$ cat src/rtl/serial_subtractor_pkg.sv
// Shared types and defaults for the bit-serial subtractor.
package serial_subtractor_pkg;

    localparam int WIDTH_DEFAULT = 13;

    typedef enum logic [1:0] {
        IDLE = 2'd0,
        RUN  = 2'd1,
        DONE = 2'd2
    } state_t;

endpackage

$ cat src/rtl/serial_subtractor_if.sv
// Request/result bundle between the operand source and the serial subtractor.
interface serial_subtractor_if
    import serial_subtractor_pkg::*;
#(
    parameter int WIDTH = WIDTH_DEFAULT
);
    logic             start;
    logic [WIDTH-1:0] a;
    logic [WIDTH-1:0] b;
    logic             busy;
    logic             done;
    logic [WIDTH-1:0] d;
    logic             b_out;
    logic             zero;
    logic             neg;
    logic             ovf;

    modport master (
        output start, a, b,
        input  busy, done, d, b_out, zero, neg, ovf
    );

    modport slave (
        input  start, a, b,
        output busy, done, d, b_out, zero, neg, ovf
    );
endinterface

$ cat src/rtl/serial_subtractor_full_subtractor.sv
// One-bit full subtractor: di = ai - bi - bin, with borrow out.
module full_subtractor (
    input  logic ai,
    input  logic bi,
    input  logic bin,
    output logic di,
    output logic bout
);
    assign di   = ai ^ bi ^ bin;
    assign bout = (~ai & bi) | (~(ai ^ bi) & bin);
endmodule

$ cat src/rtl/serial_subtractor.sv
// Bit-serial two's-complement subtractor d = a - b, LSB first, one bit per clock.
// Results and flags are registered together on the last bit and held until the next one.
module serial_subtractor
    import serial_subtractor_pkg::*;
#(
    parameter int WIDTH = WIDTH_DEFAULT
) (
    input  logic                clk,
    input  logic                rst,
    serial_subtractor_if.slave  bus
);
    localparam int IDX_W = $clog2(WIDTH + 1);

    state_t           state;
    state_t           state_next;
    logic [WIDTH-1:0] a_sr;
    logic [WIDTH-1:0] b_sr;
    logic [WIDTH-2:0] d_sr;
    logic [WIDTH-1:0] d_final;
    logic [WIDTH-1:0] d_q;
    logic             borrow;
    logic [IDX_W-1:0] idx;
    logic             a_msb;
    logic             b_msb;
    logic             bit_d;
    logic             bit_borrow;
    logic             last_bit;
    logic             b_out_q;
    logic             zero_q;
    logic             neg_q;
    logic             ovf_q;

    full_subtractor u_fs (
        .ai   (a_sr[0]),
        .bi   (b_sr[0]),
        .bin  (borrow),
        .di   (bit_d),
        .bout (bit_borrow)
    );

    assign last_bit = (idx == IDX_W'(WIDTH - 1));
    // The final bit is merged combinationally so the result lands on DONE entry.
    assign d_final  = {bit_d, d_sr};

    always_ff @(posedge clk) begin
        if (rst) state <= IDLE;
        else     state <= state_next;
    end

    always_comb begin
        state_next = state;
        case (state)
            IDLE:    if (bus.start) state_next = RUN;
            RUN:     if (last_bit)  state_next = DONE;
            DONE:    state_next = IDLE;
            default: state_next = IDLE;
        endcase
    end

    always_ff @(posedge clk) begin
        if (rst) begin
            a_sr    <= '0;
            b_sr    <= '0;
            d_sr    <= '0;
            borrow  <= 1'b0;
            idx     <= '0;
            a_msb   <= 1'b0;
            b_msb   <= 1'b0;
            d_q     <= '0;
            b_out_q <= 1'b0;
            zero_q  <= 1'b0;
            neg_q   <= 1'b0;
            ovf_q   <= 1'b0;
        end else begin
            case (state)
                IDLE: begin
                    if (bus.start) begin
                        a_sr   <= bus.a;
                        b_sr   <= bus.b;
                        a_msb  <= bus.a[WIDTH-1];
                        b_msb  <= bus.b[WIDTH-1];
                        borrow <= 1'b0;
                        idx    <= '0;
                    end
                end
                RUN: begin
                    a_sr   <= a_sr >> 1;
                    b_sr   <= b_sr >> 1;
                    d_sr   <= d_final[WIDTH-1:1];
                    borrow <= bit_borrow;
                    idx    <= idx + 1'b1;
                    if (last_bit) begin
                        d_q     <= d_final;
                        b_out_q <= bit_borrow;
                        zero_q  <= (d_final == '0);
                        neg_q   <= bit_d;
                        ovf_q   <= (a_msb ^ b_msb) & (a_msb ^ bit_d);
                    end
                end
                default: ;
            endcase
        end
    end

    assign bus.busy  = (state == RUN);
    assign bus.done  = (state == DONE);
    assign bus.d     = d_q;
    assign bus.b_out = b_out_q;
    assign bus.zero  = zero_q;
    assign bus.neg   = neg_q;
    assign bus.ovf   = ovf_q;
endmodule

$ cat src/flat_wrapper.sv
// flat-port wrapper written by rule: the top's interface ports become plain ports
module serial_subtractor_flat import serial_subtractor_pkg::*;
#(
    parameter int WIDTH = WIDTH_DEFAULT
)
  (clk, rst, bus_start, bus_a, bus_b, bus_busy, bus_done, bus_d, bus_b_out, bus_zero, bus_neg, bus_ovf);
  serial_subtractor_if #(.WIDTH(WIDTH)) bus_i ();
  input  logic clk;
  input  logic rst;
  input wire logic [$bits(bus_i.start)-1:0] bus_start;
  input wire logic [$bits(bus_i.a)-1:0] bus_a;
  input wire logic [$bits(bus_i.b)-1:0] bus_b;
  output wire logic [$bits(bus_i.busy)-1:0] bus_busy;
  output wire logic [$bits(bus_i.done)-1:0] bus_done;
  output wire logic [$bits(bus_i.d)-1:0] bus_d;
  output wire logic [$bits(bus_i.b_out)-1:0] bus_b_out;
  output wire logic [$bits(bus_i.zero)-1:0] bus_zero;
  output wire logic [$bits(bus_i.neg)-1:0] bus_neg;
  output wire logic [$bits(bus_i.ovf)-1:0] bus_ovf;
  assign bus_i.start = bus_start;
  assign bus_i.a = bus_a;
  assign bus_i.b = bus_b;
  assign bus_busy = bus_i.busy;
  assign bus_done = bus_i.done;
  assign bus_d = bus_i.d;
  assign bus_b_out = bus_i.b_out;
  assign bus_zero = bus_i.zero;
  assign bus_neg = bus_i.neg;
  assign bus_ovf = bus_i.ovf;
  serial_subtractor #(.WIDTH(WIDTH)) u_core (.clk(clk), .rst(rst), .bus(bus_i));
endmodule
$ cat config.mk
export PLATFORM = sky130hd
export DESIGN_NAME = serial_subtractor_flat
export DESIGN_NICKNAME = d
export VERILOG_FILES = /design/src/rtl/serial_subtractor_pkg.sv /design/src/rtl/serial_subtractor_if.sv /design/src/rtl/serial_subtractor_full_subtractor.sv /design/src/rtl/serial_subtractor.sv /design/src/flat_wrapper.sv
export SDC_FILE = /design/constraint.sdc
export NUM_CORES = 1
export LEC_CHECK = 0
export CAP_MARGIN = 40
export CORE_UTILIZATION = 56
export CTS_CLUSTER_SIZE = 24
export DETAILED_ROUTE_END_ITERATION = 8
export PLACE_DENSITY = 0.84
export SETUP_SLACK_MARGIN = 0.05
export SYNTH_ARGS = -nofsm -noshare
export SYNTH_HDL_FRONTEND = slang
export SYNTH_SLANG_ARGS = --single-unit
$ cat constraint.sdc
create_clock -name clk -period 2.9 [get_ports clk]
set_input_delay 0.58 -clock clk [delete_from_list [all_inputs] [get_ports clk]]
set_output_delay 0.58 -clock clk [all_outputs]
set_load 0.01 [all_outputs]
==> results.sh <==
export IMPL_status="finished with violations"
export IMPL_violations="DRC"
export IMPL_cts_sinks=63
export IMPL_gp_congestion=0.811
export IMPL_ys_warn_count=0
export IMPL_cap_violations=0
export IMPL_period_needed_ns=2.42
export IMPL_rows=24
export IMPL_yosysSeqAreaShare_pct=47.1
export IMPL_synth_ff_type="dfxtp_1"
export IMPL_cp_required_ns=2.32
export IMPL_initial_utilization_pct=59.9
export IMPL_synthCells=329
export IMPL_root_buffer="clkbuf_8"
export IMPL_arrival_ns=1.84
export IMPL_htreeDepth=3
export IMPL_dpl_cell_area_um2=3090
export IMPL_ys_top_cells_by_area="dfxtp_1, nand2_1, a21oi_1, a311oi_1, nor2_1"
export IMPL_peakVddDrop_mv=0.453
export IMPL_cts_tree="done"
export IMPL_grt_pass1_wl_um=9660
export IMPL_ctsHoldBuffers=0
export IMPL_rsz0062_at_grt="no"
export IMPL_wl_per_cell_um=14.3
export IMPL_grt_pass1_vias=2105
export IMPL_die_area_um2=5070
export IMPL_synth_edff_count=0
export IMPL_p_total_w=0.00176
export IMPL_vias_per_cell=5.68
export IMPL_dp_cells=403
export IMPL_vias=2376
export IMPL_synth_seq_cells=63
export IMPL_diodes=0
export IMPL_die_y_um=71.2
export IMPL_min_delay_path_class="flop to flop"
export IMPL_stdcell_count=418
export IMPL_hold_slack_ns=0.454
export IMPL_die_x_um=71.2
export IMPL_clk_pin_slew_worst_paths_ns=0.06
export IMPL_core_um2=4470
export IMPL_critPathMaxFanout=23
export IMPL_synth_nets=361
export IMPL_tightest_slew_ns=0.745
export IMPL_power_density_nw_per_um2=544
export IMPL_setup_tns_final_ns=0
export IMPL_nets=394
export IMPL_async_flop_share_pct=0
export IMPL_setup_viol=0
export IMPL_antenna_found_initial=0
export IMPL_drt_wl_total_um=5970
export IMPL_first_pass_iters=7
export IMPL_slew_headroom_pct=50.3
export IMPL_hpwl_um=3760
export IMPL_route_detailed_drc=6
export IMPL_fin_area_um2=3240
export IMPL_track_usage_pct=24.7
export IMPL_clock_skew_ns=0.00451
export IMPL_cts_setup_buffers=0
export IMPL_syn_cell_area_um2=2680
export IMPL_cts_made_buffers=9
export IMPL_max_freq_mhz=412
export IMPL_slew_viol_final=0
export IMPL_crit_path_start_kind="flop"
export IMPL_synth_avg_cell_area_um2=8.15
export IMPL_io_buffer_count=47
export IMPL_period_share_pct=83.6
export IMPL_rr_worst_depth=4
export IMPL_globalRouteOverflowTotal=0
export IMPL_yosysTopAreaCellShare_pct=47.1
export IMPL_drt_iter0_drc=203
export IMPL_detail_route_antenna_nets=0
export IMPL_setup_worst_path_class="flop to output pin"
export IMPL_clk_path_buf_depth=2
export IMPL_synth_top_area_cell="dfxtp_1"
export IMPL_grt_max_degree=49
export IMPL_clk_latency_ns=0.34
export IMPL_area_growth_pct=21.0
export IMPL_io_pins=48
export IMPL_worst_setup_path_end_kind="output pin"
export IMPL_drive_above_1_share_pct=5.46
export IMPL_hold_depth=2
export IMPL_p_leak_nw=1.17
export IMPL_synth_cell_types=33
export IMPL_cts_resized=0
export IMPL_hold_violations=0
-- metrics by stage --
stage / utilization (%) / setup slack (ns)
finish: 72.5 / 0.475
global route: 72.5 / 0.376
CTS: 72.5 / 0.465
detailed placement: 69.0 / 0.583
global placement: 69.0 / 0.642
floorplan: - / 1.45
-- cells in the mapped netlist (all sizes together) (2+ instances only) --
master,number
nand2,63
ha,2
buf,18
inv,5
or3b,9
nand2b,11
nand3,17
dfxtp,63
a211oi,2
a311oi,18
nor3,12
clkbuf,12
a21oi,44
o21ai,13
nor2,26
-- cell families (layout without fill, tap and decap cells) --
logic type	count (synthesis)	in the layout	share of synthesized area, %
adder cells (fa/ha/maj)	3	3	1.68
XOR/XNOR	1	1	0.327
AND/OR/NAND/NOR	146	146	25.8
flip-flops	63	63	47.1
AO/OA/AOI/OAI	81	81	18.4
buffers and inverters	35	72	6.77
-- sequential cells by signal, indices dropped and copies added (netlist names) --
register          count
u_core.b_msb          1
u_core.borrow         1
u_core.bus.d         13
u_core.bus.zero       1
u_core.a_msb          1
u_core.state          2
u_core.bus.b_out      1
u_core.b_sr          13
u_core.d_sr          12
u_core.a_sr          13
u_core.bus.ovf        1
u_core.idx            4
-- metal layers --
layer	global-route usage (%)	share of wire [%]
met1	31.3	45
met2	39.9	48
met3	8.83	5.5
met4	6.67	0.77
met5	0	0
-- placed cells by master, fill, tap and decap left out, types with 9 or more instances in the layout --
cell / Yosys / layout
a21oi_1: 44 / 44
nand2_1: 63 / 63
nand2b_1: 10 / 10
clkbuf_8: 0 / 10
nor3_1: 12 / 12
dfxtp_1: 63 / 63
nor2_1: 26 / 26
nand3_1: 17 / 17
clkdlybuf4s50_1: 0 / 46
o21ai_0: 13 / 13
a311oi_1: 18 / 18
or3b_1: 9 / 9
-- final timing paths --
kind | start | slack, ns | end
setup / recovery | u_core.state[0]$_SDFFE_PP0P_ | 0.48 | bus_busy
setup reg to reg | u_core.state[0]$_SDFFE_PP0P_ | 0.89 | u_core.b_sr[8]$_SDFFE_PP0P_
hold / removal | u_core.b_sr[12]$_SDFFE_PP0P_ | 0.45 | u_core.b_sr[12]$_SDFFE_PP0P_
hold reg to reg | u_core.b_sr[12]$_SDFFE_PP0P_ | 0.45 | u_core.b_sr[12]$_SDFFE_PP0P_
-- worst max-delay path, cell delays in order (launching register included) --
cell	delay [ns]
dfxtp_1	0.80
nand2b_4	0.09
inv_2	0.08
clkdlybuf4s50_1	0.53
-- final cells by class --
class	instances	area [µm²]
tap	52	65.1
inverter	5	18.8
sequential	63	1260
timing repair buffer	52	503
fill	361	1230
multi-input combinational	231	1240
clock buffer	14	153
clock inverter	1	5.00
-- where the power goes --
group / total [W] / switching [W] / internal [W]
registers: 0.000931 / 0.0000267 / 0.000904
clock network: 0.000636 / 0.000308 / 0.000329
logic: 0.000196 / 0.000106 / 0.0000898
total: 0.00176 / 0.000441 / 0.00132
Note: power is estimated with default switching activity, not from simulation.
